**src/rtl/alu_seq.sv**
```systemverilog
// Sequenced ALU: single-cycle ops complete in one cycle; MOD runs one
// restoring-division bit per cycle. Results are held until the consumer takes them.
//
// state  | meaning
// -------+-------------------------------------------------------------
// IDLE   | ready for a request; in_ready=1
// DIV    | iterative restoring division in progress (MOD only)
// DONE   | result/flags valid and held until out_ready
module alu_seq #(
  parameter int W      = 8,
  parameter bit MOD_EN = 1'b1
) (
  input  logic         clk,
  input  logic         rst_n,
  input  logic         in_valid,
  output logic         in_ready,
  input  logic [4:0]   op,
  input  logic [W-1:0] a,
  input  logic [W-1:0] b,
  output logic         out_valid,
  input  logic         out_ready,
  output logic [W-1:0] result,
  output logic         ovf,
  output logic         zero,
  output logic         err
);

  localparam int SW = $clog2(W);

  localparam logic [4:0] OP_ADD  = 5'b00000;
  localparam logic [4:0] OP_SUB  = 5'b00001;
  localparam logic [4:0] OP_SLL  = 5'b00010;
  localparam logic [4:0] OP_SRL  = 5'b00011;
  localparam logic [4:0] OP_SLT  = 5'b00111;
  localparam logic [4:0] OP_SUBU = 5'b01000;
  localparam logic [4:0] OP_ADDU = 5'b01001;
  localparam logic [4:0] OP_AND  = 5'b01010;
  localparam logic [4:0] OP_SEZ  = 5'b01011;
  localparam logic [4:0] OP_SEQ  = 5'b01100;
  localparam logic [4:0] OP_MOD  = 5'b01111;

  typedef enum logic [1:0] {
    S_IDLE = 2'd0,
    S_DIV  = 2'd1,
    S_DONE = 2'd2
  } state_t;

  state_t        state_q, state_d;
  logic [W-1:0]  result_q, result_d;
  logic          ovf_q, ovf_d;
  logic          zero_q, zero_d;
  logic          err_q, err_d;
  logic [W-1:0]  rem_q, rem_d;
  logic [W-1:0]  dvd_q, dvd_d;
  logic [W-1:0]  dvs_q, dvs_d;
  logic [SW-1:0] cnt_q, cnt_d;

  logic [W:0]    sum;
  logic [W:0]    diff;
  logic [W:0]    sum_imm;
  logic [SW-1:0] shamt;
  logic [W-1:0]  alu_res;
  logic          alu_ovf;
  logic          alu_err;
  logic          is_mod;
  logic [W:0]    div_shift;
  logic [W:0]    div_trial;
  logic [W-1:0]  rem_nxt;

  assign sum     = {1'b0, a} + {1'b0, b};
  assign diff    = {1'b0, a} - {1'b0, b};
  assign sum_imm = {1'b0, a} + {{(W-1){1'b0}}, op[1:0]};
  assign shamt   = b[SW-1:0];

  always_comb begin
    alu_res = '0;
    alu_ovf = 1'b0;
    alu_err = 1'b0;
    is_mod  = 1'b0;
    casez (op)
      OP_ADD: begin
        alu_res = sum[W-1:0];
        alu_ovf = (a[W-1] == b[W-1]) && (sum[W-1] != a[W-1]);
      end
      OP_SUB: begin
        alu_res = diff[W-1:0];
        alu_ovf = (a[W-1] != b[W-1]) && (diff[W-1] != a[W-1]);
      end
      OP_ADDU: begin
        alu_res = sum[W-1:0];
        alu_ovf = sum[W];
      end
      OP_SUBU: begin
        alu_res = diff[W-1:0];
        alu_ovf = diff[W];
      end
      5'b100??: begin
        alu_res = sum_imm[W-1:0];
        alu_ovf = sum_imm[W];
      end
      OP_SLL:  alu_res = a << shamt;
      OP_SRL:  alu_res = a >> shamt;
      OP_SLT:  alu_res = {{(W-1){1'b0}}, ($signed(a) < $signed(b))};
      OP_SEQ:  alu_res = {{(W-1){1'b0}}, (a == b)};
      OP_SEZ:  alu_res = {{(W-1){1'b0}}, (a == '0)};
      OP_AND:  alu_res = a & b;
      OP_MOD: begin
        if (MOD_EN) is_mod  = 1'b1;
        else        alu_err = 1'b1;
      end
      default: alu_err = 1'b1;
    endcase
  end

  // One restoring step; with a zero divisor the trial never goes negative,
  // so the remainder simply accumulates the dividend and ends equal to a.
  assign div_shift = {rem_q, dvd_q[W-1]};
  assign div_trial = div_shift - {1'b0, dvs_q};
  assign rem_nxt   = div_trial[W] ? div_shift[W-1:0] : div_trial[W-1:0];

  always_comb begin
    state_d  = state_q;
    result_d = result_q;
    ovf_d    = ovf_q;
    zero_d   = zero_q;
    err_d    = err_q;
    rem_d    = rem_q;
    dvd_d    = dvd_q;
    dvs_d    = dvs_q;
    cnt_d    = cnt_q;
    case (state_q)
      S_IDLE: begin
        if (in_valid) begin
          if (is_mod) begin
            state_d = S_DIV;
            rem_d   = '0;
            dvd_d   = a;
            dvs_d   = b;
            cnt_d   = SW'(W-1);
            ovf_d   = 1'b0;
            err_d   = (b == '0);
          end else begin
            state_d  = S_DONE;
            result_d = alu_res;
            ovf_d    = alu_ovf;
            err_d    = alu_err;
            zero_d   = (alu_res == '0);
          end
        end
      end
      S_DIV: begin
        rem_d = rem_nxt;
        dvd_d = {dvd_q[W-2:0], 1'b0};
        if (cnt_q == '0) begin
          state_d  = S_DONE;
          result_d = rem_nxt;
          zero_d   = (rem_nxt == '0);
        end else begin
          cnt_d = cnt_q - 1'b1;
        end
      end
      S_DONE: begin
        if (out_ready) state_d = S_IDLE;
      end
      default: state_d = S_IDLE;
    endcase
  end

  always_ff @(posedge clk or negedge rst_n) begin
    if (!rst_n) begin
      state_q  <= S_IDLE;
      result_q <= '0;
      ovf_q    <= 1'b0;
      zero_q   <= 1'b0;
      err_q    <= 1'b0;
      rem_q    <= '0;
      dvd_q    <= '0;
      dvs_q    <= '0;
      cnt_q    <= '0;
    end else begin
      state_q  <= state_d;
      result_q <= result_d;
      ovf_q    <= ovf_d;
      zero_q   <= zero_d;
      err_q    <= err_d;
      rem_q    <= rem_d;
      dvd_q    <= dvd_d;
      dvs_q    <= dvs_d;
      cnt_q    <= cnt_d;
    end
  end

  assign in_ready  = (state_q == S_IDLE);
  assign out_valid = (state_q == S_DONE);
  assign result    = result_q;
  assign ovf       = ovf_q;
  assign zero      = zero_q;
  assign err       = err_q;

endmodule

```
**config.mk**
```make
export PLATFORM = sky130hd
export DESIGN_NAME = alu_seq
export DESIGN_NICKNAME = d
export VERILOG_FILES = /design/src/rtl/alu_seq.sv
export SDC_FILE = /design/constraint.sdc
export NUM_CORES = 1
export LEC_CHECK = 0
export BUFFER_PORTS_ARGS = -buffer_cell sky130_fd_sc_hd__buf_4
export CORE_MARGIN = 10
export CORE_UTILIZATION = 55
export CTS_CLUSTER_SIZE = 16
export DETAILED_ROUTE_END_ITERATION = 6
export PLACE_DENSITY = 0.75
export SYNTH_ARGS = -nofsm -noshare
export SYNTH_HDL_FRONTEND = slang
export SYNTH_SLANG_ARGS = --single-unit
```
**constraint.sdc**
```tcl
create_clock -name clk -period 2.8 [get_ports clk]
set_input_delay 0.56 -clock clk [delete_from_list [all_inputs] [get_ports clk]]
set_output_delay 0.56 -clock clk [all_outputs]
set_load 0.01 [all_outputs]
```
==> results.toml, run 1 <==
[outcome]
status = "finished with violations"
violations = "setup timing"

[final_layout]
final_common_cell = "buf_4"
area_growth_pct = 29.5
mostFrequentLayoutCells = "buf_4 (126), nand2_1 (50), dfrtp_1 (40)"
final_net_count = 650
final_util = 0.730
antenna_cells = 0
fillers = 584
drive_gt1_frac = 0.304
finalInstanceArea_sq_um = 5260

[sta]
rsz0062_at_grt = "yes"
slew_headroom = 0.331
drv_slew = 0
tightestPinTransition_ps = 1000
setup_violations = 6
skew_ps = 7.89
hold_violations = 0
min_period_over_period = 1.01
post-route-min-period_ps = 2830
timing.fmax_ghz = 0.353
setup_slack_ps = -33.2

[clocking]
cts_sinks = 40
ctsHoldBuffers = 0
htreeDepth = 2
insertion_delay_ps = 300
path_clk_slew_ps = 90
cts_made_buffers = 5
clk_path_buf_depth = 2
cts_tree = "done"
root_buffer = "clkbuf_8"

[pwr]
swShare = 0.423
leakagePower_nw = 2.40
power.density_nw_per_um2 = 692
p_comb_frac = 0.642
seqPwrFrac = 0.252
pwr-share-clk = 0.106
switching_power_mw = 1.54
internal_power_mw = 2.10
irDropWorstVdd_uv = 467

[floorplan]
core_area_sq_um = 7210
core.rowCount = 31
start_util = 0.563
die-height_um = 106
ioPinCount = 38
die_area_sq_um = 11200
die_x_um = 106

[drt]
via_count = 4293
drtIter0Drc = 339
wl_per_cell_um = 19.2
drc = 0
ant_nets = 0
first_pass_iters = 5
routed_via_density = 6.20
routed_wl_um = 13300

[flow_run]
maxCapViolations = 0

[placed_design]
post-place-ws_ps = -329
placedInstanceArea_sq_um = 5020
numPortBuffers = 37
hpwl_um = 10600
globalplace.congestion = 1.01

[global_route]
grt_antenna_before_repair = 0
grt_max_degree = 41
grtUsageTotal = 0.231
grt_pass1_wl_um = 21300
grt_pass1_vias = 4276
overflow = 0

[synthesis]
ys_seq_elements = 40
synth.cell_area_sq_um = 4070
synth_cell_types = 69
synth_edf_count = 0
synth_ff_type = "dfrtp_1"
synthCells = 490
syn-num-nets = 548
syn_area_per_cell_sq_um = 8.30
synth_warnings = 0
ys_seq_area_frac = 0.246
async_reset_ff_frac = 1.00

[worst_hold_path]
holdCritPathClass = "primary input to asynchronous set/reset pin"

[critical_path]
critical_path_class = "register to register"
crit_top_cell = "inv_2"
worstReg2RegStart = "dvd_q[7]$_DFFE_PN0P_"
reg2reg_to = "result[2]$_DFFE_PN0P_"
startpoint_type = "register"
cp_data_required_time_ps = 2990
slowest_delay_ps = 400
crit_path_max_fanout = 5
path_cells = "inv_2 -> ha_4 -> inv_2 -> fa_2 -> a21oi_2 -> o211ai_1 -> o41ai_2 -> xnor2_1 -> buf_4 -> mux2i_2 -> nand2_1 -> a22o_1"
slowest_stage = "dfrtp_1"
r2r_slack_ps = -30
reg2regPathDepth = 12
arrival_ps = 3020
critPathCaptureType = "register"
cells by family (layout without fill, tap and decap cells):
family                   Yosys count  in the layout  synth area share
AND/OR/NAND/NOR                  174            174             0.219
AO/OA/AOI/OAI                    120            120             0.199
buffers and inverters             70            173            0.0677
flip-flops                        40             40             0.246
adder cells (fa/ha/maj)           33             33             0.109
multiplexers                      30             30             0.110
XOR/XNOR                          23             23            0.0496
final cells by class:
type	instances	area [sq um]	area share
Multi-Input combinational cell	380	2920	0.554
Tap cell	99	124	0.0235
Timing Repair Buffer	130	1000	0.190
Inverter	35	133	0.0252
Clock inverter	3	18.8	0.00357
Sequential cell	40	1000	0.190
Clock buffer	5	68.8	0.0131
worst max-delay path by stage:
| stage | cells after the start | startpoint | end | slack, ps |
|---|---|---|---|---|
| after CTS | 10 | a[0] | zero$_DFFE_PN0P_ | 7 |
| after global placement | 10 | a[0] | zero$_DFFE_PN0P_ | -230 |
| after global routing | 12 | dvd_q[7]$_DFFE_PN0P_ | result[2]$_DFFE_PN0P_ | -160 |
| after detailed placement | 10 | a[0] | zero$_DFFE_PN0P_ | -330 |
| after floorplan | 10 | b[1] | zero$_DFFE_PN0P_ | -50 |
| final | 12 | dvd_q[7]$_DFFE_PN0P_ | result[2]$_DFFE_PN0P_ | -30 |
layer usage:
layer / wire, um / up-vias / global-route usage
met2: 6290 / 212 / 0.367
li1: - / 1989 / -
met3: 944 / 22 / 0.0344
met1: 5720 / 2070 / 0.302
met5: 0 / - / 0
met4: 338 / 0 / 0.107
power groups by stage:
stage          clock network (mW)  logic, mW  registers [mW]
4_1_cts                     0.392       1.92           0.906
2_1_floorplan                   0       1.22           0.898
5_1_grt                     0.410       2.52           0.940
3_5_place_dp                    0       1.84           0.919
3_3_place_gp                    0       1.76           0.908
6_report                    0.388       2.34           0.919
worst max-delay path, delay by kind of cell (launching register included):
kind / cells / cell delay, ps
compound gates: 4 / 850
xor+xnor: 1 / 210
fa+ha+maj: 2 / 540
buf+inv: 3 / 360
flops: 1 / 400
mux: 1 / 270
simple gates: 1 / 80
stage by stage:
stage | power, mW | hold WS (ps) | instances | TNS [ps]
finish | 3.64 | 224 | 692 | -113
global route | 3.87 | 270 | 692 | -1560
CTS | 3.22 | 246 | 686 | 0
detailed placement | 2.76 | 470 | 677 | -1150
global placement | 2.66 | 456 | 677 | -314
floorplan | 2.12 | 264 | 490 | -45.4
Yosys cell counts, types with 5 or more instances:
master    instances  area [sq um]
mux2i_1          15           150
a211oi_1          6          45.0
mux2_2            5          56.3
ha_1             29           363
nand2b_1          5          31.3
o31ai_1           7          52.6
xnor2_1          14           123
nor4_1            7          43.8
a31oi_1           9          56.3
a21o_1            7          52.6
mux4_2            6           135
or4_1             5          37.5
nand3_1          18          90.1
a21oi_1          17          85.1
xor2_1            9          78.8
nor2b_1           8          50.1
nand2_1          50           188
buf_1             6          22.5
clkbuf_1         24          90.1
inv_1            34           128
nor3_1            9          45.0
nand4_1           6          37.5
nor2_1           37           139
dfrtp_1          40          1000
o21ai_0          32           160
state kept, by name, summed over array words and instances, names as in the netlist:
register and flops:
cnt_q 3, dvd_q 8, dvs_q 8, err 1, ovf 1, rem_q 8, result 8, state_q 2
zero 1
what timing repair did:
action                     in CTS  in global routing
pin swaps                       2                  8
cloned                          1                  0
buffers inserted                0                  6
setup endpoints to repair      14                 16
resized for setup               4                 26
hold endpoints to repair        0                  0
Power figures use the tool's default switching activity.
==> inputs of run 2 (changes only) <==
- CORE_ASPECT_RATIO: default -> 2
==> results.toml, run 2 (same netlist as run 1, synthesis figures left out) <==
[outcome]
status = "finished with violations"
violations = "setup timing"

[placed_design]
placedInstanceArea_sq_um = 5140
hpwl_um = 11800
globalplace.congestion = 1.06
numPortBuffers = 37

[critical_path]
arrival_ps = 3030
crit_path_max_fanout = 4
critical_path_class = "primary input to register"
cp_data_required_time_ps = 3000
critPathCaptureType = "register"
startpoint_type = "primary input"

[pwr]
leakagePower_nw = 2.57
irDropWorstVdd_uv = 405
pwr-share-clk = 0.180
finalPower_mw = 4.08
seqPwrFrac = 0.225
power.density_nw_per_um2 = 734
p_comb_frac = 0.594
internal_power_mw = 2.47
swShare = 0.394
switching_power_mw = 1.61

[floorplan]
die_x_um = 80.8
core_area_sq_um = 7210
die-height_um = 142
die_area_sq_um = 11400
core.rowCount = 44
ioPinCount = 38
start_util = 0.564

[sta]
fin_tns_setup_ps = -25.5
slew_headroom = 0.368
min_period_over_period = 1.01
hold_ws_ps = 229
setup_slack_ps = -25.5
tightestPinTransition_ps = 924
timing.fmax_ghz = 0.354
post-route-min-period_ps = 2830
rsz0062_at_grt = "yes"
skew_ps = 3.47
setup_violations = 1
hold_violations = 0
drv_slew = 0

[drt]
wl_met3_um = 578
via_count = 4483
drtIter0Drc = 272
ant_nets = 0
routed_via_density = 6.34
drc = 0
wl_per_cell_um = 21.5
wl_met1_um = 5200
dr_wl_met2_um = 8080
routed_wl_um = 15200
first_pass_iters = 6
topRoutingLayerUsed = "met4"

[global_route]
grtUsageTotal = 0.263
grt_max_degree = 41
overflow = 0
grt_antenna_before_repair = 0
grt_pass1_wl_um = 23700
grt_pass1_vias = 4674

[clocking]
path_clk_slew_ps = 60
cts_made_buffers = 5
htreeDepth = 2
cts_sinks = 40
cts_tree = "done"
ctsHoldBuffers = 0
root_buffer = "clkbuf_16"
clk_path_buf_depth = 2
insertion_delay_ps = 290

[final_layout]
mostFrequentLayoutCells = "buf_4 (151), nand2_1 (50), dfrtp_1 (40)"
area_growth_pct = 36.6
drive_gt1_frac = 0.338
final_common_cell = "buf_4"
finalInstanceArea_sq_um = 5550
fillers = 534
final_net_count = 673
antenna_cells = 0

[worst_hold_path]
holdCritPathClass = "primary input to asynchronous set/reset pin"

[flow_run]
maxCapViolations = 0
-- run 2: changes by cell type in the layout (fill, tap and decap cells not counted), moves of 3 or more --
cell,previous run,this run
buf_4,126,151
o31ai_2,4,1
clkbuf_16,0,5
clkbuf_8,5,0
mux2i_1,10,13
-- run 2: stage by stage --
step / worst slack, ps / instances / util
after detailed placement: -546 / 690 / 0.713
after floorplan: -45.4 / 490 / -
after CTS: 1.20 / 704 / 0.757
final: -25.5 / 707 / 0.770
after global routing: -101 / 707 / 0.770
after global placement: -362 / 690 / 0.713
-- run 2: final timing paths --
check	from	endpoint	slack, ps	depth (start not counted)
min in group clk	out_ready	state_q[1]$_DFFE_PN0P_	460	2
max reg2reg	dvd_q[7]$_DFFE_PN0P_	result[4]$_DFFE_PN0P_	40	12
min reg2reg	cnt_q[0]$_DFFE_PN0P_	cnt_q[0]$_DFFE_PN0P_	460	1
max in group asynchronous	rst_n	ovf$_DFFE_PN0P_	2210	1
max	a[0]	zero$_DFFE_PN0P_	-30	10
min	rst_n	dvd_q[4]$_DFFE_PN0P_	230	1
-- run 2: power groups by stage --
stage | Sequential (mW) | Combinational [mW] | Clock (mW)
global route | 0.938 | 2.60 | 0.754
floorplan | 0.898 | 1.22 | 0
global placement | 0.902 | 1.90 | 0
finish | 0.919 | 2.42 | 0.736
detailed placement | 0.911 | 1.97 | 0
CTS | 0.906 | 2.20 | 0.736
-- run 2: worst max-delay path, cell delays in order --
cell	delay (ps)
buf_4	140
ha_1	240
fa_1	460
nand3_1	120
xor2_1	160
o21ai_0	190
a211oi_1	320
o2111ai_1	190
or4_4	460
o31ai_4	180
-- run 2: repair_timing --
item	CTS	global route
buffers inserted	7	3
resized for setup	18	17
gates cloned	0	0
pin swaps	12	13
setup endpoints to repair	16	17
-- run 2: layer usage --
metal,global-route usage,up-vias
li1,-,2036
met5,0,-
met2,0.475,200
met4,0.222,0
met3,0.0215,86
met1,0.255,2161
-- run 2: layout make-up --
class                   count  area, sq um  area share
repair buffers            153         1160       0.210
inverters                  35          133      0.0239
multi-input cells         380         2960       0.532
well taps                  92          115      0.0207
clock buffers               5          125      0.0225
flip-flops and latches     40         1000       0.180
clock inverters             2         60.1      0.0108
